--- src/rtl/id_decode_queue_pkg.sv ---
// Shared decode definitions: jump codes, opcodes, operand selectors and the decoded-fields struct.
package decode_pkg;

  typedef enum logic [2:0] {
    IDLE = 3'd0,
    EQZ  = 3'd1,
    NEZ  = 3'd2,
    TEQZ = 3'd3,
    TNEZ = 3'd4,
    JUMP = 3'd5,
    DB   = 3'd6
  } jump_e;

  // Operands are decoded to symbolic sources so the decoder stays width-independent.
  typedef enum logic [2:0] {
    SEL_ZERO,
    SEL_F1,
    SEL_F2,
    SEL_F3,
    SEL_SP,
    SEL_IH,
    SEL_NONE
  } sel_e;

  localparam logic [4:0] OP_ADDSP  = 5'b00000;
  localparam logic [4:0] OP_DB     = 5'b00010;
  localparam logic [4:0] OP_BEQZ   = 5'b00100;
  localparam logic [4:0] OP_BNEZ   = 5'b00101;
  localparam logic [4:0] OP_SHIFT  = 5'b00110;
  localparam logic [4:0] OP_ADDIU3 = 5'b01000;
  localparam logic [4:0] OP_ADDIU  = 5'b01001;
  localparam logic [4:0] OP_SLTI   = 5'b01010;
  localparam logic [4:0] OP_SPEC   = 5'b01100;
  localparam logic [4:0] OP_LI     = 5'b01101;
  localparam logic [4:0] OP_MOVE   = 5'b01111;
  localparam logic [4:0] OP_LWSP   = 5'b10010;
  localparam logic [4:0] OP_LW     = 5'b10011;
  localparam logic [4:0] OP_SWSP   = 5'b11010;
  localparam logic [4:0] OP_SW     = 5'b11011;
  localparam logic [4:0] OP_RRR    = 5'b11100;
  localparam logic [4:0] OP_ALU    = 5'b11101;
  localparam logic [4:0] OP_IH     = 5'b11110;

  localparam logic [2:0] SPEC_TEQZ  = 3'b000;
  localparam logic [2:0] SPEC_TNEZ  = 3'b001;
  localparam logic [2:0] SPEC_SP    = 3'b011;
  localparam logic [2:0] SPEC_MTSP  = 3'b100;

  localparam logic [15:0] NOP_WORD = 16'h0800;

  typedef struct packed {
    sel_e  x;
    sel_e  y;
    sel_e  z;
    jump_e jump;
    logic  is_load;
  } dec_t;

endpackage

--- src/rtl/id_decode_queue_if.sv ---
// Fetch-side push and execute-side issue signals of the decode stage.
interface id_decode_queue_if #(parameter int REG_W = 4);
  logic             flush;
  logic             if_valid;
  logic [15:0]      if_instr;
  logic             if_ready;
  logic             ex_ready;
  logic             id_valid;
  logic [REG_W-1:0] id_reg_x;
  logic [REG_W-1:0] id_reg_y;
  logic [REG_W-1:0] id_reg_z;
  logic [2:0]       id_jump;
  logic             id_is_load;

  modport slave (
    input  flush, if_valid, if_instr, ex_ready,
    output if_ready, id_valid, id_reg_x, id_reg_y, id_reg_z, id_jump, id_is_load
  );

  modport master (
    output flush, if_valid, if_instr, ex_ready,
    input  if_ready, id_valid, id_reg_x, id_reg_y, id_reg_z, id_jump, id_is_load
  );
endinterface

--- src/rtl/id_decode_comb.sv ---
// Pure combinational instruction decoder producing symbolic operand sources and jump/load flags.
module id_decode_comb
  import decode_pkg::*;
(
  input  logic [15:0] instr,
  output dec_t        dec
);

  always_comb begin
    dec = '{x: SEL_ZERO, y: SEL_ZERO, z: SEL_NONE, jump: IDLE, is_load: 1'b0};
    case (instr[15:11])
      OP_ADDSP:  begin dec.x = SEL_SP; dec.z = SEL_F1; end
      OP_DB:     dec.jump = DB;
      OP_BEQZ:   begin dec.x = SEL_F1; dec.jump = EQZ; end
      OP_BNEZ:   begin dec.x = SEL_F1; dec.jump = NEZ; end
      OP_SHIFT:  begin dec.x = SEL_F2; dec.z = SEL_F1; end
      OP_ADDIU3: begin dec.x = SEL_F1; dec.z = SEL_F2; end
      OP_ADDIU:  begin dec.x = SEL_F1; dec.z = SEL_F1; end
      OP_SLTI:   dec.x = SEL_F1;
      OP_SPEC: begin
        case (instr[10:8])
          SPEC_TEQZ: dec.jump = TEQZ;
          SPEC_TNEZ: dec.jump = TNEZ;
          SPEC_SP:   begin dec.x = SEL_SP; dec.z = SEL_SP; end
          SPEC_MTSP: begin dec.x = SEL_F2; dec.z = SEL_SP; end
          default: ;
        endcase
      end
      OP_LI:     dec.z = SEL_F1;
      OP_MOVE:   begin dec.x = SEL_F2; dec.z = SEL_F1; end
      OP_LWSP:   begin dec.y = SEL_SP; dec.z = SEL_F1; dec.is_load = 1'b1; end
      OP_LW:     begin dec.y = SEL_F1; dec.z = SEL_F2; dec.is_load = 1'b1; end
      OP_SWSP:   begin dec.x = SEL_F1; dec.y = SEL_SP; end
      OP_SW:     begin dec.x = SEL_F2; dec.y = SEL_F1; end
      OP_RRR:    begin dec.x = SEL_F1; dec.y = SEL_F2; dec.z = SEL_F3; end
      OP_ALU: begin
        case (instr[4:0])
          5'b00000: begin
            if (instr[7:5] == 3'b000) begin
              dec.x = SEL_F1;
              dec.jump = JUMP;
            end else if (instr[7:5] == 3'b010) begin
              dec.z = SEL_F1;
            end
          end
          5'b00110, 5'b00111: begin dec.x = SEL_F2; dec.y = SEL_F1; dec.z = SEL_F2; end
          5'b01010:           begin dec.x = SEL_F2; dec.y = SEL_F1; end
          5'b01100, 5'b01101: begin dec.x = SEL_F2; dec.y = SEL_F1; dec.z = SEL_F1; end
          default: ;
        endcase
      end
      OP_IH: begin
        if (instr[0]) begin
          dec.x = SEL_F1;
          dec.z = SEL_IH;
        end else begin
          dec.x = SEL_IH;
          dec.z = SEL_F1;
        end
      end
      default: ;
    endcase
  end

endmodule

--- src/rtl/id_decode_queue.sv ---
// Decode stage: instruction queue, head decode, registered issue output.
// Optional load-use interlock enabled by defining LOAD_USE_STALL_EN.
module id_decode_queue
  import decode_pkg::*;
#(
  parameter int REG_W    = 4,
  parameter int DEPTH    = 2,
  parameter int SP_IDX   = 9,
  parameter int IH_IDX   = 8,
  parameter int NONE_IDX = 2**REG_W - 1
) (
  input logic               clk,
  input logic               rst,
  id_decode_queue_if.slave  bus
);

  localparam int PTR_W = $clog2(DEPTH);
  localparam int CNT_W = $clog2(DEPTH + 1);

  logic [15:0]      mem [DEPTH];
  logic [PTR_W-1:0] wr_ptr_reg, rd_ptr_reg;
  logic [CNT_W-1:0] count_reg;

  logic             valid_reg;
  logic [REG_W-1:0] x_reg, y_reg, z_reg;
  jump_e            jump_reg;
  logic             load_reg;

  logic [15:0]      head;
  dec_t             head_dec;
  logic [REG_W-1:0] head_x, head_y, head_z;
  logic             if_ready, push, pop, out_free, empty, stall;

  function automatic logic [REG_W-1:0] resolve(input sel_e s, input logic [15:0] w);
    logic [REG_W-1:0] r;
    case (s)
      SEL_F1:   r = {{(REG_W-3){1'b0}}, w[10:8]};
      SEL_F2:   r = {{(REG_W-3){1'b0}}, w[7:5]};
      SEL_F3:   r = {{(REG_W-3){1'b0}}, w[4:2]};
      SEL_SP:   r = REG_W'(SP_IDX);
      SEL_IH:   r = REG_W'(IH_IDX);
      SEL_NONE: r = REG_W'(NONE_IDX);
      default:  r = '0;
    endcase
    return r;
  endfunction

  assign head = mem[rd_ptr_reg];

  id_decode_comb u_decode (
    .instr (head),
    .dec   (head_dec)
  );

  assign head_x = resolve(head_dec.x, head);
  assign head_y = resolve(head_dec.y, head);
  assign head_z = resolve(head_dec.z, head);

  assign if_ready = count_reg < CNT_W'(DEPTH);
  assign empty    = count_reg == '0;
  assign out_free = !valid_reg || bus.ex_ready;
  assign push     = bus.if_valid && if_ready;
  assign pop      = !empty && !stall && out_free;

`ifdef LOAD_USE_STALL_EN
  // A load leaving this cycle cannot feed the very next instruction; hold it back one cycle.
  assign stall = valid_reg && load_reg && (z_reg != REG_W'(NONE_IDX)) && bus.ex_ready &&
                 ((head_x == z_reg) || (head_y == z_reg));
`else
  assign stall = 1'b0;
`endif

  always_ff @(posedge clk) begin
    if (push && !bus.flush) begin
      mem[wr_ptr_reg] <= bus.if_instr;
    end
  end

  always_ff @(posedge clk or negedge rst) begin
    if (!rst) begin
      wr_ptr_reg <= '0;
      rd_ptr_reg <= '0;
      count_reg  <= '0;
      valid_reg  <= 1'b0;
      x_reg      <= '0;
      y_reg      <= '0;
      z_reg      <= REG_W'(NONE_IDX);
      jump_reg   <= IDLE;
      load_reg   <= 1'b0;
    end else if (bus.flush) begin
      wr_ptr_reg <= '0;
      rd_ptr_reg <= '0;
      count_reg  <= '0;
      valid_reg  <= 1'b0;
    end else begin
      if (push) wr_ptr_reg <= wr_ptr_reg + 1'b1;
      if (pop)  rd_ptr_reg <= rd_ptr_reg + 1'b1;
      case ({push, pop})
        2'b10:   count_reg <= count_reg + 1'b1;
        2'b01:   count_reg <= count_reg - 1'b1;
        default: ;
      endcase
      if (pop) begin
        valid_reg <= 1'b1;
        x_reg     <= head_x;
        y_reg     <= head_y;
        z_reg     <= head_z;
        jump_reg  <= head_dec.jump;
        load_reg  <= head_dec.is_load;
      end else if (out_free) begin
        valid_reg <= 1'b0;
      end
    end
  end

  assign bus.if_ready   = if_ready;
  assign bus.id_valid   = valid_reg;
  assign bus.id_reg_x   = x_reg;
  assign bus.id_reg_y   = y_reg;
  assign bus.id_reg_z   = z_reg;
  assign bus.id_jump    = jump_reg;
  assign bus.id_is_load = load_reg;

endmodule
--- src/flat_wrapper.sv ---
// flat-port wrapper written by rule: the top's interface ports become plain ports
module id_decode_queue_flat import decode_pkg::*;
#(
  parameter int REG_W    = 4,
  parameter int DEPTH    = 2,
  parameter int SP_IDX   = 9,
  parameter int IH_IDX   = 8,
  parameter int NONE_IDX = 2**REG_W - 1
)
  (clk, rst, bus_flush, bus_if_valid, bus_if_instr, bus_ex_ready, bus_if_ready, bus_id_valid, bus_id_reg_x, bus_id_reg_y, bus_id_reg_z, bus_id_jump, bus_id_is_load);
  id_decode_queue_if #(.REG_W(REG_W)) bus_i ();
  input logic clk;
  input logic rst;
  input wire logic [$bits(bus_i.flush)-1:0] bus_flush;
  input wire logic [$bits(bus_i.if_valid)-1:0] bus_if_valid;
  input wire logic [$bits(bus_i.if_instr)-1:0] bus_if_instr;
  input wire logic [$bits(bus_i.ex_ready)-1:0] bus_ex_ready;
  output wire logic [$bits(bus_i.if_ready)-1:0] bus_if_ready;
  output wire logic [$bits(bus_i.id_valid)-1:0] bus_id_valid;
  output wire logic [$bits(bus_i.id_reg_x)-1:0] bus_id_reg_x;
  output wire logic [$bits(bus_i.id_reg_y)-1:0] bus_id_reg_y;
  output wire logic [$bits(bus_i.id_reg_z)-1:0] bus_id_reg_z;
  output wire logic [$bits(bus_i.id_jump)-1:0] bus_id_jump;
  output wire logic [$bits(bus_i.id_is_load)-1:0] bus_id_is_load;
  assign bus_i.flush = bus_flush;
  assign bus_i.if_valid = bus_if_valid;
  assign bus_i.if_instr = bus_if_instr;
  assign bus_i.ex_ready = bus_ex_ready;
  assign bus_if_ready = bus_i.if_ready;
  assign bus_id_valid = bus_i.id_valid;
  assign bus_id_reg_x = bus_i.id_reg_x;
  assign bus_id_reg_y = bus_i.id_reg_y;
  assign bus_id_reg_z = bus_i.id_reg_z;
  assign bus_id_jump = bus_i.id_jump;
  assign bus_id_is_load = bus_i.id_is_load;
  id_decode_queue #(.REG_W(REG_W), .DEPTH(DEPTH), .SP_IDX(SP_IDX), .IH_IDX(IH_IDX), .NONE_IDX(NONE_IDX)) u_core (.clk(clk), .rst(rst), .bus(bus_i));
endmodule
--- config.mk ---
export PLATFORM = sky130hd
export DESIGN_NAME = id_decode_queue_flat
export DESIGN_NICKNAME = d
export VERILOG_FILES = /design/src/rtl/id_decode_queue_pkg.sv /design/src/rtl/id_decode_queue_if.sv /design/src/rtl/id_decode_comb.sv /design/src/rtl/id_decode_queue.sv /design/src/flat_wrapper.sv
export SDC_FILE = /design/constraint.sdc
export NUM_CORES = 1
export LEC_CHECK = 0
export BUFFER_PORTS_ARGS = -buffer_cell sky130_fd_sc_hd__buf_4
export CAP_MARGIN = 40
export CORE_ASPECT_RATIO = 1.5
export CORE_UTILIZATION = 45
export DETAILED_ROUTE_END_ITERATION = 8
export GPL_ROUTABILITY_DRIVEN = 0
export GPL_TIMING_DRIVEN = 0
export PLACE_DENSITY = 0.65
export SLEW_MARGIN = 20
export SYNTH_ARGS = -nofsm -noshare
export SYNTH_HDL_FRONTEND = slang
export SYNTH_SLANG_ARGS = --single-unit
--- constraint.sdc ---
create_clock -name clk -period 2.29 [get_ports clk]
set_input_delay 0.1145 -clock clk [delete_from_list [all_inputs] [get_ports clk]]
set_output_delay 0.1145 -clock clk [all_outputs]
set_load 0.05 [all_outputs]
# Yosys cells after proc, flatten, opt, wreduce, memory -nomap -nowiden
# Memories as Yosys holds them, arrays and structs flattened.
# Index checks and enable logic that the tools add are counted.
[totals]
reg_bits = 21
latch_bits = 0
ram_bits = 32
rom_bits = 0
in_bits = 21
output_inout_bits = 18
wordCells = 122
mem_count = 1
[memory_table]
columns = ["memory", "words", "word_bits", "read_ports", "rd_ports_with_merged_regs", "wr", "line_no", "text"]
rows = [
  ["u_core.mem", 2, 16, 1, 0, 1, "id_decode_queue.sv:20", "logic [15:0] mem [DEPTH];"],
]
[classes]
add_sub_neg = 4
n_mul = 0
div = 0
order_cmp = 1
eq_ne = 46
shifts = 0
muxes = 32
bitwise_logic = 1
reduce_logical = 28
[ops]
columns = ["operator", "count"]
rows = [
  ["$pmux W4 S6", 3],
  ["$eq A5 B4 Y1 const B", 9],
  ["$pmux W3 S6", 2],
  ["$eq A5 B5 Y1 const B", 7],
  ["$eq A3 B3 Y1 const B", 10],
  ["$eq A5 B3 Y1 const B", 5],
  ["$eq A3 B2 Y1 const B", 8],
  ["$mux W3", 6],
  ["$pmux W3 S5", 1],
  ["$reduce_or A2 Y1", 7],
  ["$eq A3 B1 Y1 const B", 4],
  ["$mux W1", 12],
  ["$pmux W3 S2", 2],
  ["$pmux W3 S4", 1],
  ["$logic_not A5 Y1", 2],
  ["$pmux W3 S3", 1],
  ["$pmux W2 S2", 2],
  ["$reduce_or A7 Y1", 1],
  ["$logic_not A3 Y1", 2],
  ["$reduce_bool A3 Y1", 2],
  ["$reduce_or A6 Y1", 1],
  ["$eq A5 B2 Y1 const B", 1],
  ["$reduce_or A5 Y1", 1],
  ["$mux W2", 2],
  ["other kinds (14)", 20],
]

# Logic depth before layout (Yosys ltp)
# Gate-level depths: netlist of the first run.
# An unclocked memory read counts as a cell.
[depth]
ltp_word = 8
depth_mapped = 9
ltp_nobuf = 6

# Hierarchy
# Synthesis of the first run repeated with hierarchy kept, for this count alone.
[unflattened]
hier_cells = 269
hier_area_um2 = 2851.5
[by_module_without_submodules]
columns = ["module", "instances", "cells_each", "area_each_um2", "seq_area_each_um2"]
rows = [
  ["id_decode_queue", 1, 181, 2316.0, 1491.4],
  ["id_decode_comb", 1, 88, 535.5, 0.0],
]

# Worst setup path after synthesis of the first run
# OpenSTA, ideal clock, no wires.
[synth_path]
path_kind = "register to register"
startpoint = "register u_core.count_reg[1]"
endpoint = "memory u_core.mem[1][0] (enable)"
setup_time_ns = 0.413
t_arrival_ns = 2.218
t_required_ns = 1.877
setup_slack_ns = -0.340
path_stages_with_launch = 4
path_buffers = 0
synth_period_minus_slack_ns = 2.630
cell_sequence = "dfrtp_1 > inv_1 > nand2_1 > nor3b_1"
[synth_between]
elab_chain_cells = 5
[synth_lines]
columns = ["element", "line_no", "text"]
rows = [
  ["start: declaration", "id_decode_queue.sv:22", "logic [CNT_W-1:0] count_reg;"],
  ["start signal: assignment", "id_decode_queue.sv:99", "2'b10: count_reg <= count_reg + 1'b1;"],
  ["start signal: assignment", "id_decode_queue.sv:100", "2'b01: count_reg <= count_reg - 1'b1;"],
  ["$lt A2 B2 Y1", "id_decode_queue.sv:59", "assign if_ready = count_reg < CNT_W'(DEPTH);"],
  ["named net bus_if_ready", "flat_wrapper.sv:18", "output wire logic [$bits(bus_i.if_ready)-1:0] bus_if_ready;"],
  ["$logic_and A1 B1 Y1", "id_decode_queue.sv:62", "assign push = bus.if_valid && if_ready;"],
  ["$logic_and A1 B1 Y1", "id_decode_queue.sv:74", "if (push && !bus.flush) begin"],
  ["$mux W1", "id_decode_queue.sv:74", ""],
  ["$mux W1 (not written as such)", "id_decode_queue.sv:75", "mem[wr_ptr_reg] <= bus.if_instr;"],
  ["end: declaration", "id_decode_queue.sv:20", ""],
]
# The timed path passes the listed nets, and every way through them passes these cells.

# Final worst setup path of the first run
[layout_path]
startpoint = "register u_core.rd_ptr_reg"
endpoint = "register u_core.z_reg[2] (netlist: u_core.bus.id_reg_z[2])"
[layout_between]
elab_chain_cells = 8
word_cells_on_any_way = 40
cone_classes = "eq/ne: 24; mux: 7; reduce/logical: 8; memory: 1"
[layout_lines]
columns = ["element", "line_no", "text"]
rows = [
  ["start: declaration", "id_decode_queue.sv:21", "logic [PTR_W-1:0] wr_ptr_reg, rd_ptr_reg;"],
  ["start signal: assignment", "id_decode_queue.sv:97", "if (pop) rd_ptr_reg <= rd_ptr_reg + 1'b1;"],
  ["$mem_v2 Z2 W16 *", "--", ""],
  ["$eq A3 B2 Y1", "id_decode_comb.sv:42", "end else if (instr[7:5] == 3'b010) begin"],
  ["$mux W3", "id_decode_comb.sv:42", ""],
  ["$mux W3", "id_decode_comb.sv:39", "if (instr[7:5] == 3'b000) begin"],
  ["$pmux W3 S3", "id_decode_comb.sv:37", "case (instr[4:0])"],
  ["$pmux W3 S6", "id_decode_comb.sv:11", "case (instr[15:11])"],
  ["$eq A3 B3 Y1, or another cell as far along", "id_decode_queue.sv:36", "case (s)"],
  ["$pmux W4 S6 *", "id_decode_queue.sv:36", ""],
  ["end signal: assignment", "id_decode_queue.sv:87", "z_reg <= REG_W'(NONE_IDX);"],
  ["end signal: assignment", "id_decode_queue.sv:107", "z_reg <= head_z;"],
  ["end: declaration", "id_decode_queue.sv:25", "logic [REG_W-1:0] x_reg, y_reg, z_reg;"],
]
# Mark *: on every way between the ends. The rest lies on a longest branch, timed or not.
# A chain may end at the register's enable or synchronous reset.

==> results summary, run 1 <==
The run finished, with violations left. The final reports fail on negative setup slack. The number of antenna diodes in the final layout is 0. The number of clock sinks seen by CTS came out at between 50 and 60.

The worst hold endpoint is u_core.count_reg[1]$_DFFE_PN0P_. The number of flip-flops in the largest register came out at 32. The average cell area after synthesis came out at 10.91 µm². The power share of the sequential group is 46.2%. The minimum period implied by the final worst setup slack came out at 2.292 ns. The count of standard-cell rows is 35. The number of library cell types mapped by synthesis is 64. The length in cells of the worst reg-to-reg path came out at 7. The total I/O pin count is 39.

Counting every instance in the synthesized netlist gives 267. When the netlist entered floorplanning its net count stood at 288. For this configuration, the core starts out at a cell density of 46.86%. The type of destination of the critical path is a flop.

Setup repair after global routing could not meet its margin everywhere. The number of slew-limit violations in the final report is 0. In the layout the commonest cells are sky130_fd_sc_hd__buf_4, sky130_fd_sc_hd__edfxtp_1, sky130_fd_sc_hd__nor2_1.

The buffer cell driving the clock tree root is sky130_fd_sc_hd__clkbuf_8. For the pin with the worst max-slew slack, the measured transition is 0.7564 ns. The leakage power is 1.387 nW.

The power share of the clock group came out at 24.0%. The global-route usage over all layers came out at 21.52%. The met3 usage is approximately 3.3%. The switching power summed over all nets is 0.0008083 W.

The largest clock skew in the final design is 0.01126 ns. The net count of the finished layout is 360. The final routed wirelength across all metal layers is 7126 µm. Setup violations remaining at the end of the flow were counted as 1. The final-report hold violation count is 0.

For the worst-skew pair, the clock arrives at the later sink with an insertion delay of 0.30 ns. The cell area after technology mapping is 2914 µm². Of the total power, the share spent switching nets is between 30% and 40%.

The die is just over 100 µm tall. The final worst-path cycle share is 100.1%. The internal power component came out at 0.001723 W. The via count of the first global-routing pass is 2268.

By startpoint and endpoint, the worst setup path is classified as reg2reg. The routing usage on met1 is about a quarter. IR analysis of the VDD net gives a maximum drop of 0.0003555 V.

The portion of the post-synthesis area used by sequential elements came out at 51.18%. The arrival time at the worst endpoint came out at approximately 2.5 ns. Across the run, the number of max-cap violations was 0. The post-detailed-placement half-perimeter wirelength is around 5200 µm. The headroom to the max-slew limit came out at 49.41%. Leaving out fill and tap cells, the most frequent cell in the layout is sky130_fd_sc_hd__buf_4. TritonCTS built the clock tree. The floorplan step defined a die boundary enclosing roughly 6800 µm². The Yosys warning count is 0. Setup total negative slack on the finished layout was measured at -0.001795 ns.

The initial antenna violation count is 0. The remaining routing DRC violations is 0. Summed over all layers, the global routing overflow is 0.

The H-tree depth came out at 2. The maximum clock frequency came out at roughly 440 MHz. The worst hold path belongs to the class in2reg. Buffers placed on the I/O ports in this run total 37. The worst hold path stage count is 3. In the synthesized netlist the dominant register cell turns out to be sky130_fd_sc_hd__edfxtp_1.

The async set-reset flop share out of synthesis came out at roughly two fifths. The final hold slack came out at 0.09069 ns. The number of clock buffers added by TritonCTS is 5. The largest net degree at the start of global routing is 22. The post-layout worst setup margin is -0.001795 ns. The total power per unit cell area is 660.7 nW/µm². Synthesis inferred 53 register bits.

The number of iterations in the first detailed-routing pass is 4. Counting flops per register, the top entry is u_core.mem. The number of synthesized flops with an enable pin came out at 32.

In the final layout, the share of cells above drive strength 1 is approximately 34%. In this run the critical register-to-register path is launched from u_core.rd_ptr_reg$_DFFE_PN0P_. The combinational group share of total power came out at 29.8%. The largest fanout of any net on the critical path is 6. The worst-case clock buffer depth came out at 2. The met2 capacity usage during global routing came out at between 30% and 40%. STA classifies the critical path startpoint as a flop.

After global routing, the most crowded layer is met2. The number of DRC markers in iteration 0 came out at roughly 100. The global-route wire length before repair came out at ~11000 µm. The register-to-register setup slack is -0.002 ns. The worst register-to-register path ends at u_core.bus.id_reg_z[2]$_DFFE_PN1P_. The residual antenna-violating net count after detailed routing is 0.

The average wire length per cell after detail routing came out at 17.21 µm. The clock-pin slew on the worst setup and hold paths came out at 0.09 ns. The die boundary width came out at 67.71 µm. The via total after detailed routing came out at between 2k and 2.5k.

In this run the most critical hold path is launched from bus_if_valid. The routed via count divided by cell count is 5.901. The area overhead of the layout relative to synthesis came out at 31.47%. The data required time at the worst endpoint is 2.52 ns. The core region is 6218 µm².
## cells by family after synthesis
family / after synthesis / share of synthesized area (%)
flip-flops: 53 / 51.18
buffers and inverters: 13 / 3.092
AO/OA/AOI/OAI: 81 / 18.42
multiplexers: 28 / 10.18
AND/OR/NAND/NOR: 89 / 16.23
XOR/XNOR: 3 / 0.9018
## worst max-delay path, stage by stage (launching register included)
cell and delay (ns):
sky130_fd_sc_hd__dfrtp_2 0.42, sky130_fd_sc_hd__buf_2 0.22, sky130_fd_sc_hd__mux2_2 0.42, sky130_fd_sc_hd__nand3_1 0.11, sky130_fd_sc_hd__or3b_2 0.49, sky130_fd_sc_hd__a32oi_1 0.23, sky130_fd_sc_hd__o211ai_1 0.13, sky130_fd_sc_hd__a21oi_1 0.19
## routing by layer
layer | wire length [µm] | share of wire [%]
met5 | 0 | 0
met4 | 349 | 4.9
met3 | 261 | 3.7
met2 | 3744 | 53
met1 | 2770 | 39
## power groups by stage
stage	clock, W	combinational, W	sequential [W]
4_1_cts	0.000626	0.000695	0.00117
2_1_floorplan	0	0.000261	0.00138
5_1_grt	0.000659	0.000801	0.00118
3_5_place_dp	0	0.000668	0.00119
3_3_place_gp	0	0.000660	0.00118
6_report	0.000608	0.000754	0.00117
## cell usage after synthesis (3+ instances only)
master                     instances  share of area [%]
sky130_fd_sc_hd__or3_1             3               0.64
sky130_fd_sc_hd__mux2i_1          15                5.2
sky130_fd_sc_hd__mux2_2           13                5.0
sky130_fd_sc_hd__o211ai_1          8                2.1
sky130_fd_sc_hd__nor3_1           11                1.9
sky130_fd_sc_hd__nand3_1           8                1.4
sky130_fd_sc_hd__a41oi_1           3               0.90
sky130_fd_sc_hd__a21oi_1          21                3.6
sky130_fd_sc_hd__nor4_1            3               0.64
sky130_fd_sc_hd__a31oi_1           4               0.86
sky130_fd_sc_hd__edfxtp_1         32                 33
sky130_fd_sc_hd__nor2_1           27                3.5
sky130_fd_sc_hd__o22ai_1           4               0.86
sky130_fd_sc_hd__clkbuf_1          4               0.52
sky130_fd_sc_hd__dfrtp_1          17                 15
sky130_fd_sc_hd__o21ai_0          16                2.7
sky130_fd_sc_hd__nand2_1          17                2.2
sky130_fd_sc_hd__dfstp_2           4                3.6
## worst max-delay path by stage
stage | startpoint | endpoint | slack, ns | cells past startpoint
2_1_floorplan | u_core.count_reg[1]$_DFFE_PN0P_ | u_core.mem[1][0]$_DFFE_PP_ | 0.19 | 3
3_3_place_gp | u_core.rd_ptr_reg$_DFFE_PN0P_ | u_core.bus.id_reg_x[1]$_DFFE_PN0P_ | -0.13 | 8
3_5_place_dp | u_core.rd_ptr_reg$_DFFE_PN0P_ | u_core.bus.id_reg_x[0]$_DFFE_PN0P_ | -0.12 | 8
4_1_cts | u_core.rd_ptr_reg$_DFFE_PN0P_ | u_core.bus.id_reg_y[0]$_DFFE_PN0P_ | -0.05 | 8
5_1_grt | u_core.rd_ptr_reg$_DFFE_PN0P_ | u_core.bus.id_reg_z[2]$_DFFE_PN1P_ | -0.08 | 9
6_report | u_core.rd_ptr_reg$_DFFE_PN0P_ | u_core.bus.id_reg_z[2]$_DFFE_PN1P_ | -0.002 | 7
## final cells by class
cell class,instances,area [µm²]
buffer,11,100.1
timing repair buffer,65,535.5
tap,74,92.59
sequential,53,1493
fill,530,2387
inverter,2,7.507
multi-input combinational,201,1496
clock buffer,6,72.57
clock inverter,2,33.78
## what timing repair did
item / in CTS / in global routing
pin swaps: 0 / 10
hold buffers: 17 / 0
endpoints found under the hold margin: 53 / 0
resized for setup: 3 / 35
endpoints found under the setup margin: 6 / 13
buffers inserted: 0 / 9
cloned: 0 / 1
## stage by stage
stage | util (%) | setup slack [ns] | cells | total power [W] | cell area (µm²)
after floorplan | - | 0.1938 | 267 | 0.001644 | 2924
after global placement | 52.98 | -0.1293 | 378 | 0.001843 | 3294
after detailed placement | 53.18 | -0.1185 | 378 | 0.001857 | 3307
after CTS | 57.75 | -0.04697 | 403 | 0.002490 | 3591
after global routing | 61.61 | -0.07818 | 414 | 0.002642 | 3831
final | 61.61 | -0.001795 | 414 | 0.002531 | 3831
Power figures use the tool's default switching activity.
==> run 2, diff against run 1 <==
--- a/config.mk
+++ b/config.mk
@@ -9,6 +9,7 @@
 export CAP_MARGIN = 40
 export CORE_ASPECT_RATIO = 1.5
 export CORE_UTILIZATION = 45
+export CTS_BUF_LIST = sky130_fd_sc_hd__clkbuf_8
 export DETAILED_ROUTE_END_ITERATION = 8
 export GPL_ROUTABILITY_DRIVEN = 0
 export GPL_TIMING_DRIVEN = 0
@@ -17,3 +18,4 @@
 export SYNTH_ARGS = -nofsm -noshare
 export SYNTH_HDL_FRONTEND = slang
 export SYNTH_SLANG_ARGS = --single-unit
+export TNS_END_PERCENT = 20
==> results summary, run 2 (synthesized netlist as in run 1, its figures left out) <==
The initial utilization of the core area, before any placement, comes to 46.86%. Setup violations remaining at the end of the flow were counted as 1. Of the available clock period, the critical path in the final layout requires 100.1%. The area of the die is 6808 µm². The number of iterations in the first detailed-routing pass is 4. The repair_antennas step left the layout with diodes totalling 0.

The area of the core region is 6218 µm². STA classifies the critical path endpoint as a flop. The worst setup path is launched from a flop.

The final net count came out at 359. The largest fanout of any net on the critical path came out at 6. Across every metal layer, demand over resource in global routing totals about 22%. The number of slew-limit violations in the final report came out at 0. After clock tree synthesis, the clock-pin slew on the worst setup and hold paths is approximately 0.090 ns. The post-layout worst setup margin came out at -0.002470 ns. The count of standard-cell rows is 35. The maximum clock frequency is approximately 440 MHz. The die boundary width came out at slightly below 70 µm. Measured on the finished design, the core utilization comes to 60.99%. The critical path is of the reg2reg type. The remaining routing DRC violations is 0.

The first global-routing pass estimated 10960 µm of wire. The total I/O pin count is 39. The startpoint identified for the worst register-to-register timing path is u_core.rd_ptr_reg$_DFFE_PN0P_. The final routed wirelength across all metal layers is 7135 µm.

The clock net in this run drives a total of 53 sinks. In this run the worst setup path begins at u_core.rd_ptr_reg$_DFFE_PN0P_. The largest voltage drop on the vdd net is 0.0003189 V. The remaining global-route overflow came out at 0. The pin slew with the least headroom to its limit came out at 0.6049 ns.

The total of buffers placed on input and output ports came out at 37. The checks that failed: negative setup slack. The total of fill cells in the finished design came out at 550. The initial antenna violation count is 0.

The path type of the worst min-delay path is in2reg. The post-detailed-placement half-perimeter wirelength came out at 5143 µm. The flow ran to the end, but the final reports show violations. The tightest hold path in the finished design has a slack of 0.09776 ns. The leakage power came out at between 1 and 1.5 nW. The H-tree depth is 2. The die outline height is 100.6 µm. Setup repair after global routing could not meet its margin everywhere. In the final routed layout, each cell accounts on average for 17.28 µm. The via total after detailed routing is around 2.4k. Once detail routing completed, the nets flagged for antenna violations numbered 0.

For the worst setup path, the data arrival time is 2.54 ns. TritonCTS built the clock tree. The insertion delay to the later sink of the worst-skew pair came out at approximately 0.31 ns. The number of buffers created by CTS came out at 5. The via count of the first global-routing pass came out at 2307. The final-report hold violation count came out at 0. The largest clock skew in the final design came out at 0.005702 ns. Counting flops per register, the top entry is u_core.mem.

The register with the most flip-flops in the layout has 32 of them. The total power per unit cell area is 639.5 nW/µm². The number of DRC markers in iteration 0 came out at between 150 and 200. The headroom to the max-slew limit came out at 59.46%. The worst-case clock buffer depth came out at 2.

The largest net degree at the start of global routing is 22. The most common cell after layout, fill and taps aside is sky130_fd_sc_hd__buf_4. The top cell types in the final layout, fill and taps aside, are sky130_fd_sc_hd__buf_4, sky130_fd_sc_hd__edfxtp_1, sky130_fd_sc_hd__nor2_1.

The tree is rooted in a sky130_fd_sc_hd__clkbuf_8. The startpoint identified for the worst hold timing path is bus_if_valid. The data required time at the worst endpoint came out at 2.54 ns. The area overhead of the layout relative to synthesis is 30.14%. Dividing the detail-routed via count by the number of cells gives 5.855. The minimum period implied by the final worst setup slack is 2.292 ns. The post-route netlist has between 30 and 40% of its cells at a drive strength greater than 1.

The number of max-cap violations is 0.
run 2: final timing paths:
check | slack (ns) | end | cells after the start
max in group asynchronous | 1.80 | u_core.bus.id_reg_z[2]$_DFFE_PN1P_ | 2
hold reg to reg | 0.49 | u_core.bus.id_jump[0]$_DFFE_PN0P_ | 2
setup reg to reg | -0.002 | u_core.bus.id_reg_z[1]$_DFFE_PN1P_ | 8
setup / recovery | -0.002 | u_core.bus.id_reg_z[1]$_DFFE_PN1P_ | 8
min in group asynchronous | 0.22 | u_core.bus.id_jump[0]$_DFFE_PN0P_ | 2
hold / removal | 0.1 | u_core.count_reg[1]$_DFFE_PN0P_ | 3
run 2: per-layer routing:
metal	wire, µm	vias up	track usage [%]
li1	-	1185	-
met1	2818	1131	25.15
met2	3791	81	37.32
met3	284	21	3.620
met4	240	0	11.29
met5	0	-	0
run 2: per-stage QoR:
| stage | instance area (µm²) | setup TNS, ns | total power, W | instances | setup WS (ns) |
|---|---|---|---|---|---|
| 5_1_grt | 3792 | -0.2823 | 0.002551 | 413 | -0.09564 |
| 4_1_cts | 3588 | 0 | 0.002386 | 404 | 0.002010 |
| 3_5_place_dp | 3308 | -0.3230 | 0.001851 | 379 | -0.1222 |
| 2_1_floorplan | 2919 | -3.536 | 0.001643 | 267 | -0.2210 |
| 3_3_place_gp | 3289 | -8.250 | 0.001841 | 378 | -0.4946 |
| 6_report | 3792 | -0.002470 | 0.002425 | 413 | -0.002470 |
run 2: power breakdown:
| group | switching, W | internal, W | total (W) |
|---|---|---|---|
| clock network | 0.000299 | 0.000212 | 0.000511 |
| registers | 0.0000529 | 0.00111 | 0.00117 |
| logic | 0.000466 | 0.000280 | 0.000746 |
run 2: worst max-delay path, stage by stage (launching register included):
cell and delay [ns]:
sky130_fd_sc_hd__dfrtp_2 0.46, sky130_fd_sc_hd__buf_6 0.17, sky130_fd_sc_hd__buf_12 0.13, sky130_fd_sc_hd__or3_4 0.39, sky130_fd_sc_hd__a222oi_1 0.34, sky130_fd_sc_hd__nand2_1 0.18, sky130_fd_sc_hd__a32oi_1 0.24, sky130_fd_sc_hd__o211ai_1 0.15
sky130_fd_sc_hd__a21oi_2 0.17
run 2: cell type report:
cell class | count | area [µm²] | share of cell area, %
multi-input cells | 201 | 1473 | 38.83
clock inverters | 3 | 17.52 | 0.4619
flip-flops and latches | 53 | 1493 | 39.36
well taps | 74 | 92.59 | 2.441
repair buffers | 64 | 544.3 | 14.35
inverters | 2 | 7.507 | 0.1980
clock buffers | 5 | 68.82 | 1.815
plain buffers | 11 | 96.34 | 2.540
run 2: what timing repair did:
item,4_1_cts,5_1_grt
hold buffers,17,0
endpoints found under the hold margin,53,0
pin swaps,0,6
cloned,0,2
setup endpoints to repair,8,12
gates resized for setup,6,26
buffers inserted,0,6
==> run 3, diff against run 2 <==
--- a/config.mk
+++ b/config.mk
@@ -13,7 +13,7 @@
 export DETAILED_ROUTE_END_ITERATION = 8
 export GPL_ROUTABILITY_DRIVEN = 0
 export GPL_TIMING_DRIVEN = 0
-export PLACE_DENSITY = 0.65
+export PLACE_DENSITY = 0.63
 export SLEW_MARGIN = 20
 export SYNTH_ARGS = -nofsm -noshare
 export SYNTH_HDL_FRONTEND = slang
==> constraint.sdc (replaced) <==
create_clock -name clk -period 2.9 [get_ports clk]
set_input_delay 0.145 -clock clk [delete_from_list [all_inputs] [get_ports clk]]
set_output_delay 0.145 -clock clk [all_outputs]
set_load 0.05 [all_outputs]
==> results summary, run 3 (synthesized netlist as in run 1, its figures left out) <==
The share of the core filled with cells came out at 55.25%. The area overhead of the layout relative to synthesis came out at 17.90%. On the critical path the largest part of the delay comes from simple AND/OR/NAND/NOR gates. The hold buffer count at cts came out at 1.

At the worst endpoint, the arrival time is between 2 and 3 ns. The power share of the sequential group is 49.6%. The remaining routing DRC violations came out at 0. The path type of the worst min-delay path is in2reg.

The total negative slack for setup checks is 0 ns. For this configuration, the core starts out at a cell density of 46.86%. The largest voltage drop on the vdd net is 0.0003231 V. The largest net degree at the start of global routing is 22. The global-route usage over all layers came out at a little over a fifth.

The via count of the first global-routing pass is 2218. On the critical path, the stage with the largest delay is an instance of sky130_fd_sc_hd__mux2i_1. The critical path goes through buf_6 > buf_6 > mux2i_1 > nand2_1 > nor3_1 > nor2_1 > a21oi_1 > a21oi_1. The type of element launching the critical path is a flop. The final-report hold violation count came out at 0.

The register with the most flip-flops in the final layout is u_core.mem. The largest clock skew in the final design came out at between 0.006 and 0.007 ns. The most common cell after layout, fill and taps aside is sky130_fd_sc_hd__buf_4. After routing the design area is 3436 µm².

Summing all placed instances gives a cell area of 3309 µm². The total of buffers placed on input and output ports is 37. The post-detailed-placement half-perimeter wirelength is 5203 µm. The headroom to the max-slew limit came out at 53.57%. For this design the ratio of total power to cell area is 539.7 nW/µm². In the final routed layout, each cell accounts on average for 16.83 µm. The ratio of cells with drive above 1 in the final layout came out at 25.79%. The run finished with clean final reports. The via total after detailed routing is 2367. The number of slew-limit violations in the final report came out at 0. Setup repair after global routing left no endpoint under its margin. The total of fill cells in the finished design is 594. The switching power as a share of total power came out at 33.54%. The first TritonRoute pass finished after 4 iterations. For this design the total switching power over the nets is around 0.00062 W. Combinational logic burns 28.6% of the power. The minimum period implied by the final worst setup slack is between 2 and 3 ns. The buffers plus inverters on the worst setup path came out at 2.

The analysis attributes to cell leakage a power of 1.245 nW. The routed via count divided by cell count came out at 6.038. The initial antenna violation count is 0.

The total I/O pin count is 39. For the pin with the worst max-slew slack, the measured transition is 0.6771 ns. The total area inside the core boundary comes to roughly 6200 µm². The residual antenna-violating net count after detailed routing came out at 0.

After global routing the overflow that remains totals 0. The die is 100.6 µm tall. The number of DRC markers in iteration 0 is between 100 and 150. The count of standard-cell rows came out at 35. The type of destination of the critical path is a flop. The top cell types in the final layout, fill and taps aside, are sky130_fd_sc_hd__buf_4, sky130_fd_sc_hd__edfxtp_1, sky130_fd_sc_hd__nor2_1. The power share of the clock group is a little over a fifth.

The global-route wire length before repair came out at 10650 µm. The insertion delay to the later sink of the worst-skew pair came out at 0.31 ns. At the end of the flow, the number of nets in the layout was 338.

Counting along the longest clock path gives a buffer depth of 2. Clock tree synthesis selected as its root buffer the cell sky130_fd_sc_hd__clkbuf_8. The die boundary width came out at between 60 and 70 µm.

The number of flip-flops in the largest register is 32. The clock drives 53 sinks. The H-tree generated during clock tree synthesis spans 2 levels. The number of setup buffers added after CTS came out at 0. The number of placed instances, taps included is between 300 and 400. The final routed wirelength across all metal layers came out at 6599 µm. The TritonCTS clock tree is yes. The number of max-cap violations is 0. The delay of the slowest cell on the worst path is 0.60 ns.

The die covers slightly below 7000 µm². The final worst-path cycle share is between 80% and 90%. The number of buffers created by CTS came out at 5. The final-report setup violation count came out at 0. The count of cells in the finished layout, fillers not included, comes to 392.

The data required time at the worst endpoint is 3.10 ns. Along the worst path, the maximum fanout reaches 10. The number of antenna cells inserted came out at 0. The clock-pin slew on the worst setup and hold paths came out at 0.09 ns.

The number of instances resized during post-cts repair came out at 0. The maximum clock frequency is 398.9 MHz. The type of the worst setup path is reg2reg. Cell internal power was estimated by the tool at 0.001232 W.
==> run 3: final cells by class <==
type                       count  area (µm²)  share of cell area [%]
clock buffer                   5       68.82                   2.003
timing repair buffer          43       332.8                   9.687
tap                           74       92.59                   2.695
sequential                    53        1491                   43.41
inverter                       2       7.507                  0.2185
multi-input combinational    201        1343                   39.08
buffer                        11       82.58                   2.403
clock inverter                 3       17.52                  0.5098
==> run 3: metrics by stage <==
step,hold slack [ns],total power [W],setup slack (ns)
final,0.01506,0.001854,0.3929
after global routing,0.002333,0.001940,0.2311
after CTS,0.005148,0.001866,0.4355
after detailed placement,0.04365,0.001463,0.4566
after global placement,0.04438,0.001456,0.02356
after floorplan,-0.1506,0.001297,0.2695
==> run 3: final timing paths <==
check | end | cells after the start | from | slack (ns)
min in group asynchronous | u_core.bus.id_jump[1]$_DFFE_PN0P_ | 2 | rst | 0.24
worst min-delay path | u_core.mem[0][4]$_DFFE_PP_ | 1 | bus_if_instr[4] | 0.02
worst max register to register | u_core.bus.id_reg_x[0]$_DFFE_PN0P_ | 8 | u_core.rd_ptr_reg$_DFFE_PN0P_ | 0.39
worst max-delay path | u_core.bus.id_reg_x[0]$_DFFE_PN0P_ | 8 | u_core.rd_ptr_reg$_DFFE_PN0P_ | 0.39
max in group asynchronous | u_core.bus.id_reg_z[2]$_DFFE_PN1P_ | 2 | rst | 2.39
worst min register to register | u_core.bus.id_jump[0]$_DFFE_PN0P_ | 2 | u_core.bus.id_jump[0]$_DFFE_PN0P_ | 0.49
==> run 3: routing by layer <==
metal  wire, µm  part of all wire (%)  track usage, %
met5          0                     0               0
met4        200                   3.0           10.47
met3        218                   3.3           3.507
met2       3533                    54           38.00
met1       2646                    40           23.58
==> run 3: worst register-to-register path, cell delays in order, from the launching register on <==
cell and delay, ns:
sky130_fd_sc_hd__dfrtp_1 0.42, sky130_fd_sc_hd__buf_6 0.19, sky130_fd_sc_hd__buf_6 0.17, sky130_fd_sc_hd__mux2i_1 0.60
sky130_fd_sc_hd__nand2_1 0.31, sky130_fd_sc_hd__nor3_1 0.38, sky130_fd_sc_hd__nor2_1 0.07, sky130_fd_sc_hd__a21oi_1 0.16
sky130_fd_sc_hd__a21oi_1 0.09
==> run 3: power by group through the flow <==
stage	combinational [W]	sequential (W)	clock, W
final	0.000530	0.000919	0.000406
after global routing	0.000567	0.000928	0.000445
after CTS	0.000528	0.000920	0.000418
after detailed placement	0.000526	0.000937	0
after global placement	0.000520	0.000935	0
after floorplan	0.000205	0.00109	0
